## config.mk

```make
export PLATFORM = sky130hd
export DESIGN_NAME = shift_register_bank
export DESIGN_NICKNAME = d
export VERILOG_FILES = /design/src/rtl/shift_register_bank.sv
export SDC_FILE = /design/constraint.sdc
export NUM_CORES = 1
export LEC_CHECK = 0
export CORE_ASPECT_RATIO = 0.75
export CORE_UTILIZATION = 52
export CTS_CLUSTER_DIAMETER = 40
export DETAILED_ROUTE_END_ITERATION = 10
export GPL_TIMING_DRIVEN = 0
export PLACE_DENSITY = 0.85
export SYNTH_ARGS = -nofsm -noshare
export SYNTH_HDL_FRONTEND = slang
export SYNTH_SLANG_ARGS = --single-unit
```

## constraint.sdc

```tcl
create_clock -name clock -period 2.65 [get_ports clock]
set_clock_uncertainty 0.1 [all_clocks]
set_input_delay 0.3975 -clock clock [delete_from_list [all_inputs] [get_ports clock]]
set_output_delay 0.3975 -clock clock [all_outputs]
set_load 0.005 [all_outputs]
```

## src/rtl/shift_register_bank.sv

```systemverilog
// Purpose: chain of DEPTH registers, WIDTH bits each, with a wrapping view pointer for LEDs and 7-segment digits.
// Latency: a strobe edge updates state; outputs are combinational from state and change 1 cycle after the strobe.
// Backpressure: none; every strobe acts in the cycle it is high, and a held strobe acts once per cycle.
module shift_register_bank #(
   parameter int WIDTH = 8,
   parameter int DEPTH = 4,
   localparam int NDIG = WIDTH / 4,
   localparam int PW   = $clog2(DEPTH)
) (
   input  logic              clock,
   input  logic              reset,
   input  logic              write_strobe,
   input  logic              shift_strobe,
   input  logic              clear_strobe,
   input  logic              view_strobe,
   input  logic              rotate_mode,
   input  logic [WIDTH-1:0]  data_in,
   output logic [WIDTH-1:0]  led_head,
   output logic [WIDTH-1:0]  led_view,
   output logic [PW-1:0]     view_index,
   output logic [PW:0]       fill_count,
   output logic              full,
   output logic [7*NDIG-1:0] digits
);

   // Active-low segment patterns, bit 6 = g down to bit 0 = a.
   function automatic logic [6:0] hex2digit(input logic [3:0] nib);
      case (nib)
         4'h0: hex2digit = 7'b1000000;
         4'h1: hex2digit = 7'b1111001;
         4'h2: hex2digit = 7'b0100100;
         4'h3: hex2digit = 7'b0110000;
         4'h4: hex2digit = 7'b0011001;
         4'h5: hex2digit = 7'b0010010;
         4'h6: hex2digit = 7'b0000010;
         4'h7: hex2digit = 7'b1111000;
         4'h8: hex2digit = 7'b0000000;
         4'h9: hex2digit = 7'b0010000;
         4'hA: hex2digit = 7'b0001000;
         4'hB: hex2digit = 7'b0000011;
         4'hC: hex2digit = 7'b1000110;
         4'hD: hex2digit = 7'b0100001;
         4'hE: hex2digit = 7'b0000110;
         default: hex2digit = 7'b0001110;
      endcase
   endfunction

   logic [WIDTH-1:0] stage [DEPTH];
   logic [DEPTH-1:0] valid;
   logic [PW-1:0]    view_ptr;

   // Stage chain and valid bits: reset > clear > write/shift > hold.
   always_ff @(posedge clock) begin
      if (reset) begin
         for (int i = 0; i < DEPTH; i++) stage[i] <= '0;
         valid <= '0;
      end else if (clear_strobe) begin
         for (int i = 0; i < DEPTH; i++) stage[i] <= '0;
         valid <= '0;
      end else begin
         if (shift_strobe) begin
            for (int i = 1; i < DEPTH; i++) begin
               stage[i] <= stage[i-1];
               valid[i] <= valid[i-1];
            end
         end
         // A write always owns stage 0, replacing the rotate / zero feed of a shift.
         if (write_strobe) begin
            stage[0] <= data_in;
            valid[0] <= 1'b1;
         end else if (shift_strobe) begin
            stage[0] <= rotate_mode ? stage[DEPTH-1] : '0;
            valid[0] <= rotate_mode ? valid[DEPTH-1] : 1'b0;
         end
      end
   end

   // View pointer wraps at DEPTH-1 so non-power-of-two depths never select a missing stage.
   always_ff @(posedge clock) begin
      if (reset) begin
         view_ptr <= '0;
      end else if (view_strobe) begin
         view_ptr <= (view_ptr == PW'(DEPTH - 1)) ? '0 : view_ptr + 1'b1;
      end
   end

   // Viewed stage selected with an explicit compare so unused pointer codes read as zero.
   always_comb begin
      led_view = '0;
      for (int i = 0; i < DEPTH; i++) begin
         if (view_ptr == PW'(i)) led_view = stage[i];
      end
   end

   // Popcount of the valid bits.
   always_comb begin
      fill_count = '0;
      for (int i = 0; i < DEPTH; i++) begin
         fill_count = fill_count + (PW+1)'(valid[i]);
      end
   end

   // Slice 0 carries the most significant nibble of the viewed stage.
   always_comb begin
      digits = '0;
      for (int k = 0; k < NDIG; k++) begin
         digits[7*k +: 7] = hex2digit(led_view[4*(NDIG-1-k) +: 4]);
      end
   end

   assign led_head   = stage[0];
   assign view_index = view_ptr;
   assign full       = (fill_count == (PW+1)'(DEPTH));

endmodule

```

==> metrics.yaml, run 1 <==
status: "finished, violations left"
violations: "negative setup slack"
syn_inst: 247
num_io_pins: 51
leakage_uw: 0.00173
grt_pass1_wl_um: 12900
fmax_ghz: 0.343
drt_wl_total_um: 9900
synth_top_area_share_pct: 28.9
crit_path_max_incr_delay_ns: 0.42
ff_latch_area_um2: 1010
cts.htree.levels: 2
hold_path.class: "flop to flop"
syn_area_um2: 2490
design.core.area_um2: 4520
n_fill_cell: 213
ant_nets: 0
critPathCaptureType: "primary output"
synth-async-reset-ratio_pct: 0
drive_gt1_share_pct: 37.3
drc: 0
rsz0062_at_grt: "true"
synth_area_per_cell_um2: 10.1
firstDrtPassIters: 7
fin_area_um2: 3860
fin_nets: 387
synth_warnings: 0
avgViaCountPerCell: 6.55
start_kind: "flop"
synth-seq-cells: 38
dieArea_um2: 5070
cp_max_fo: 8
path_class: "flop to primary output"
worstPathCellList: "inv_4 -> ha_4 -> nor2b_1 -> o21ai_2 -> nand2_2 -> buf_6 -> ha_2 -> and3_1 -> a211o_1 -> buf_2"
first_global_vias: 2396
start_util_pct: 55.1
cts_made_buffers: 5
postPlaceCellArea_um2: 3060
clockBufferDepth: 2
gp_congestion: 0.814
syn-num-nets: 283
maxCapViolations: 0
grt_overflow: 0
final_common_cell: "buf_4"
multi_input_area_um2: 1610
fp.dieW_um: 81.9
slew_headroom_pct: 42.0
crit_path_top_delay_cell: "dfxtp_4"
ys_seq_area_share_pct: 40.2
clk_latency_ns: 0.31
tightestPinTransition_ns: 0.866
whs_ns: 0.399
cts_root_buf: "clkbuf_8"
final-max-slew-violation-count: 0
synth_top_area_cell: "edfxtp_1"
cp_data_required_time_ns: 2.15
dieHeight_um: 61.9
synth_edf_count: 24
arrival_ns: 2.42
wl_per_cell_um: 24.3
critical_path.top_delay_family: "simple AND/OR/NAND/NOR gates"
place_ws_ns: -0.810
worst_slack_ns: -0.269
hold_violations: 0
vias: 2673
fin_crit_ns: 2.92
drt_iter0_drc: 495
p_per_area_nw_per_um2: 486
finalSetupViolCount: 16
area_growth_syn_to_layout_pct: 55.0
cts.clk_slew.worst_paths_ns: 0.07
dp_hpwl_um: 4220
cp_num_buf_inv: 3
synth.distinct_cells: 38
cts_tree: "done"
synth_ff_type: "edfxtp_1"
layout_common_cells: "buf_4, clkdlybuf4s50_1, mux2i_1"
grt.total_usage_pct: 36.4
cts_hold_buf: 0
synthTopCellsByArea: "edfxtp_1, mux2i_1, dfxtp_1"
grt_max_degree: 17
irDropWorstVdd_v: 0.000412
antenna_cells: 0
port_buffers: 50
period_share_pct: 110
rows: 21
grt_antenna_before_repair: 0
numClockSinks: 38
metrics by stage:
step	total power [µW]	instances	utilization [%]	TNS [ns]
after detailed placement	1190	354	67.8	-12.76
after floorplan	954	247	-	0
after global placement	1170	354	67.8	-11.51
final	1880	408	85.4	-2.68
after global routing	1930	408	85.4	-3.65
after CTS	1700	397	81.1	-0.688
path summary, 6_finish.rpt:
check                startpoint             to  slack, ns  cells after the start
setup / recovery  view_index[0]      digits[0]      -0.27                     10
hold / removal         valid[3]       valid[0]       0.40                      2
setup reg to reg  view_index[1]  view_index[0]       1.40                      6
hold reg to reg        valid[3]       valid[0]       0.40                      2
cells in the mapped netlist (2+ instances only):
| cell type | number |
|---|---|
| mux2i_1 | 32 |
| a21oi_1 | 3 |
| buf_6 | 3 |
| nor2b_1 | 2 |
| nor3_1 | 3 |
| and3_1 | 18 |
| ha_1 | 20 |
| nor2_1 | 24 |
| o21ai_0 | 4 |
| a22oi_1 | 8 |
| clkbuf_1 | 6 |
| o211ai_1 | 2 |
| nand2_1 | 19 |
| dfxtp_1 | 14 |
| a31oi_4 | 2 |
| and2_1 | 2 |
| buf_2 | 3 |
| o22ai_1 | 2 |
| edfxtp_1 | 24 |
| a22o_1 | 6 |
| nand2b_1 | 5 |
| a31o_2 | 3 |
| inv_1 | 18 |
| xnor2_1 | 2 |
| nand3b_1 | 8 |
| a211o_1 | 2 |
worst min-delay path: stages, from the launching register on:
cell and delay [ns]:
dfxtp_1 0.33, nand3_1 0.08, a21oi_1 0.06
where the power goes:
| part | internal [µW] | total (µW) | switching [µW] |
|---|---|---|---|
| Combinational | 395 | 776 | 381 |
| Sequential | 648 | 670 | 22.6 |
| Clock | 207 | 431 | 224 |
sequential cells by signal, indices dropped and copies added (netlist names):
register and flops:
stage 32, view_index 2, valid 4
routing by layer:
| metal | track usage, % | routed length, µm |
|---|---|---|
| met4 | 21.8 | 684 |
| met5 | 0 | 0 |
| met1 | 46.4 | 3550 |
| met2 | 55.4 | 4360 |
| met3 | 10.9 | 1310 |
cell families after synthesis:
group                    synth area share [%]
AO/OA/AOI/OAI                            10.8
adder cells (fa/ha/maj)                  10.8
buffers and inverters                    6.23
XOR/XNOR                                0.703
AND/OR/NAND/NOR                          18.3
multiplexers                             12.9
flip-flops                               40.2
what timing repair did:
action,CTS,global route
pin swaps,21,15
endpoints found under the setup margin,24,37
cloned,2,0
buffers inserted,34,12
gates resized for setup,136,35
layout make-up:
cell class                 instances  share of cell area, %
timing repair buffer              98                   22.9
multi-input combinational        176                   41.8
buffer                            13                   2.56
inverter                          19                   2.50
sequential                        38                   26.2
tap                               57                   1.85
clock buffer                       7                   2.24
Power figures use the tool's default switching activity.
==> inputs of run 2 (changes only) <==
==> constraint.sdc (replaced) <==
create_clock -name clock -period 3 [get_ports clock]
set_clock_uncertainty 0.1 [all_clocks]
set_input_delay 0.45 -clock clock [delete_from_list [all_inputs] [get_ports clock]]
set_output_delay 0.45 -clock clock [all_outputs]
set_load 0.005 [all_outputs]
==> run 2 against run 1 <==
Against the previous run:
- the run still ends with negative setup slack left
- via count is 9.0% lower
- worst setup slack gained 0.22 ns
- register-to-register slack improved by 0.24 ns
- critical path depth is 2 higher
- final area fell by 5.2%
- non-clock buffer count shrank 3
- global-route usage is 5.6 points lower
- core utilization shrank 4.4 points
- first-iteration DRC count is 34% lower
- critical endpoint is now digits[10]
==> metrics.yaml, run 2 (synthesis results as in run 1) <==
fin_total_pwr_uw: 1570  # -16%
period_share_pct: 102
firstDrtPassIters: 5  # -2
wl_per_cell_um: 20.4  # -16%
fin_nets: 384  # -0.78%
ant_nets: 0  # unchanged
cts_root_buf: "clkbuf_8"
drive_gt1_share_pct: 28.2  # -9.2 points
crit_path_max_incr_delay_ns: 0.38  # -0.04 ns
avgViaCountPerCell: 6.01  # -8.3%
vias: 2433  # -9.0%
drc: 0  # unchanged
gp_congestion: 0.814  # unchanged
cts_tree: "done"
dp_hpwl_um: 4220  # unchanged
grt_max_degree: 17  # unchanged
irDropWorstVdd_v: 0.000348  # -15%
tightestPinTransition_ns: 0.816  # -0.0501 ns
slew_headroom_pct: 45.4  # +3.4 points
hold_violations: 0  # unchanged
path_class: "flop to primary output"
worst_slack_ns: -0.0474  # +0.222 ns
fp.dieW_um: 81.9  # unchanged
drt_wl_total_um: 8250  # -17%
r2r-start: "view_index[1]"
grt_overflow: 0  # unchanged
p_per_area_nw_per_um2: 429  # -12%
port_buffers: 50  # unchanged
whs_ns: 0.409  # +0.00982 ns
holdCritStartpoint: "valid[3]"
start_util_pct: 55.1  # unchanged
leakage_uw: 0.00166  # -4.5%
num_io_pins: 51  # unchanged
grt.total_usage_pct: 30.8  # -5.6 points
final_common_cell: "buf_4"
antenna_cells: 0  # unchanged
design.core.area_um2: 4520  # unchanged
grt_antenna_before_repair: 0  # unchanged
layout_common_cells: "buf_4, clkdlybuf4s50_1, mux2i_1"
hold_path.class: "flop to flop"
start_kind: "flop"
rows: 21  # unchanged
rsz0062_at_grt: "true"
crit_path_top_delay_cell: "dfxtp_4"
cts.clk_slew.worst_paths_ns: 0.07  # about the same
critical_path.top_delay_family: "buffers and inverters"
clk_latency_ns: 0.30  # about the same
final-max-slew-violation-count: 0  # unchanged
finalNonFillerCells: 405  # -0.74%
fmax_ghz: 0.328
violations: "negative setup slack"
reg2reg_depth: 7  # +1
first_global_vias: 2080  # -13%
finalSetupViolCount: 5  # -11
area_growth_syn_to_layout_pct: 47.0
drt_iter0_drc: 327  # -34%
cp_common_cell: "mux2i_1"
r2r_slack_ns: 1.64  # +0.24 ns
clockBufferDepth: 2  # unchanged
grt_pass1_wl_um: 11100  # -14%
cp_num_buf_inv: 5  # +2
regMostFlops: "stage"
fin_crit_ns: 3.05
arrival_ns: 2.50  # +0.08 ns
placed_cells: 354  # unchanged
dieHeight_um: 61.9  # unchanged
worstReg2RegEnd: "view_index[0]"
status: "finished, violations left"
cp_max_fo: 7  # -1
worstPathCellList: "inv_4 -> ha_2 -> buf_8 -> nand2_1 -> o211ai_1 -> nand2_2 -> buf_4 -> ha_1 -> inv_1 -> mux2i_1 -> mux2i_1 -> clkbuf_2"
n_fill_cell: 262  # +23%
numClockSinks: 38  # unchanged
holdPathStages: 2  # unchanged
dieArea_um2: 5070  # unchanged
cp_data_required_time_ns: 2.45  # +0.30 ns
largest_reg_flops: 32  # unchanged
min_to: "valid[0]"
cts_made_buffers: 5  # unchanged
critPathCaptureType: "primary output"
cts.htree.levels: 2  # unchanged
maxCapViolations: 0  # unchanged
-- run 2: worst max-delay path by stage --
| stage | depth (start not counted) | from | end |
|---|---|---|---|
| 2_1_floorplan | 10 | view_index[0] | digits[0] |
| 3_3_place_gp | 11 | view_index[0] | digits[0] |
| 3_5_place_dp | 11 | view_index[0] | digits[0] |
| 4_1_cts | 11 | view_index[1] | digits[4] |
| 5_1_grt | 12 | view_index[1] | digits[3] |
| 6_report | 12 | view_index[0] | digits[10] |
-- run 2: layer usage --
metal / share of wire (%) / wire length, µm / GRT usage [%] / vias to the layer above
met1: 41 / 3400 / 45.4 / 1134
met4: 2.4 / 202 / 11.0 / 0
met2: 47 / 3840 / 44.6 / 201
li1: - / - / - / 1074
met5: 0 / 0 / 0 / -
met3: 9.8 / 807 / 6.57 / 24
-- run 2: report_power, final --
group | leakage [µW] | switching, µW | internal, µW
Clock | 0.0000443 | 188 | 183
Sequential | 0.000396 | 17.9 | 572
Combinational | 0.00122 | 285 | 323
-- run 2: tightest hold or removal path, stage by stage, from the launching register on --
cell and delay [ns]:
dfxtp_1 0.33, nand3_1 0.08, a21oi_1 0.06
-- run 2: area by class of cell --
cell class	instances	area [µm²]	area share, %
tap	57	71.3	1.95
sequential	38	1010	27.5
timing repair buffer	94	840	22.9
buffer	14	115	3.14
clock buffer	7	86.3	2.36
multi-input combinational	176	1460	39.8
inverter	19	83.8	2.29
-- run 2: timing repair --
item,CTS,global route
endpoints found under the setup margin,21,13
gates resized for setup,48,35
hold buffers,0,0
hold endpoints to repair,0,0
pin swaps,8,12
buffers inserted,25,18
cloned,1,0
-- run 2: per-stage QoR --
step	setup TNS [ns]	util, %	instance area, µm²	setup WS (ns)
6_report	-0.131	81.0	3660	-0.0474
5_1_grt	-0.837	81.0	3660	-0.116
4_1_cts	-0.271	76.6	3460	-0.139
3_5_place_dp	-5.62	67.8	3060	-0.512
3_3_place_gp	-4.90	67.8	3060	-0.472
2_1_floorplan	0	-	2490	0.325
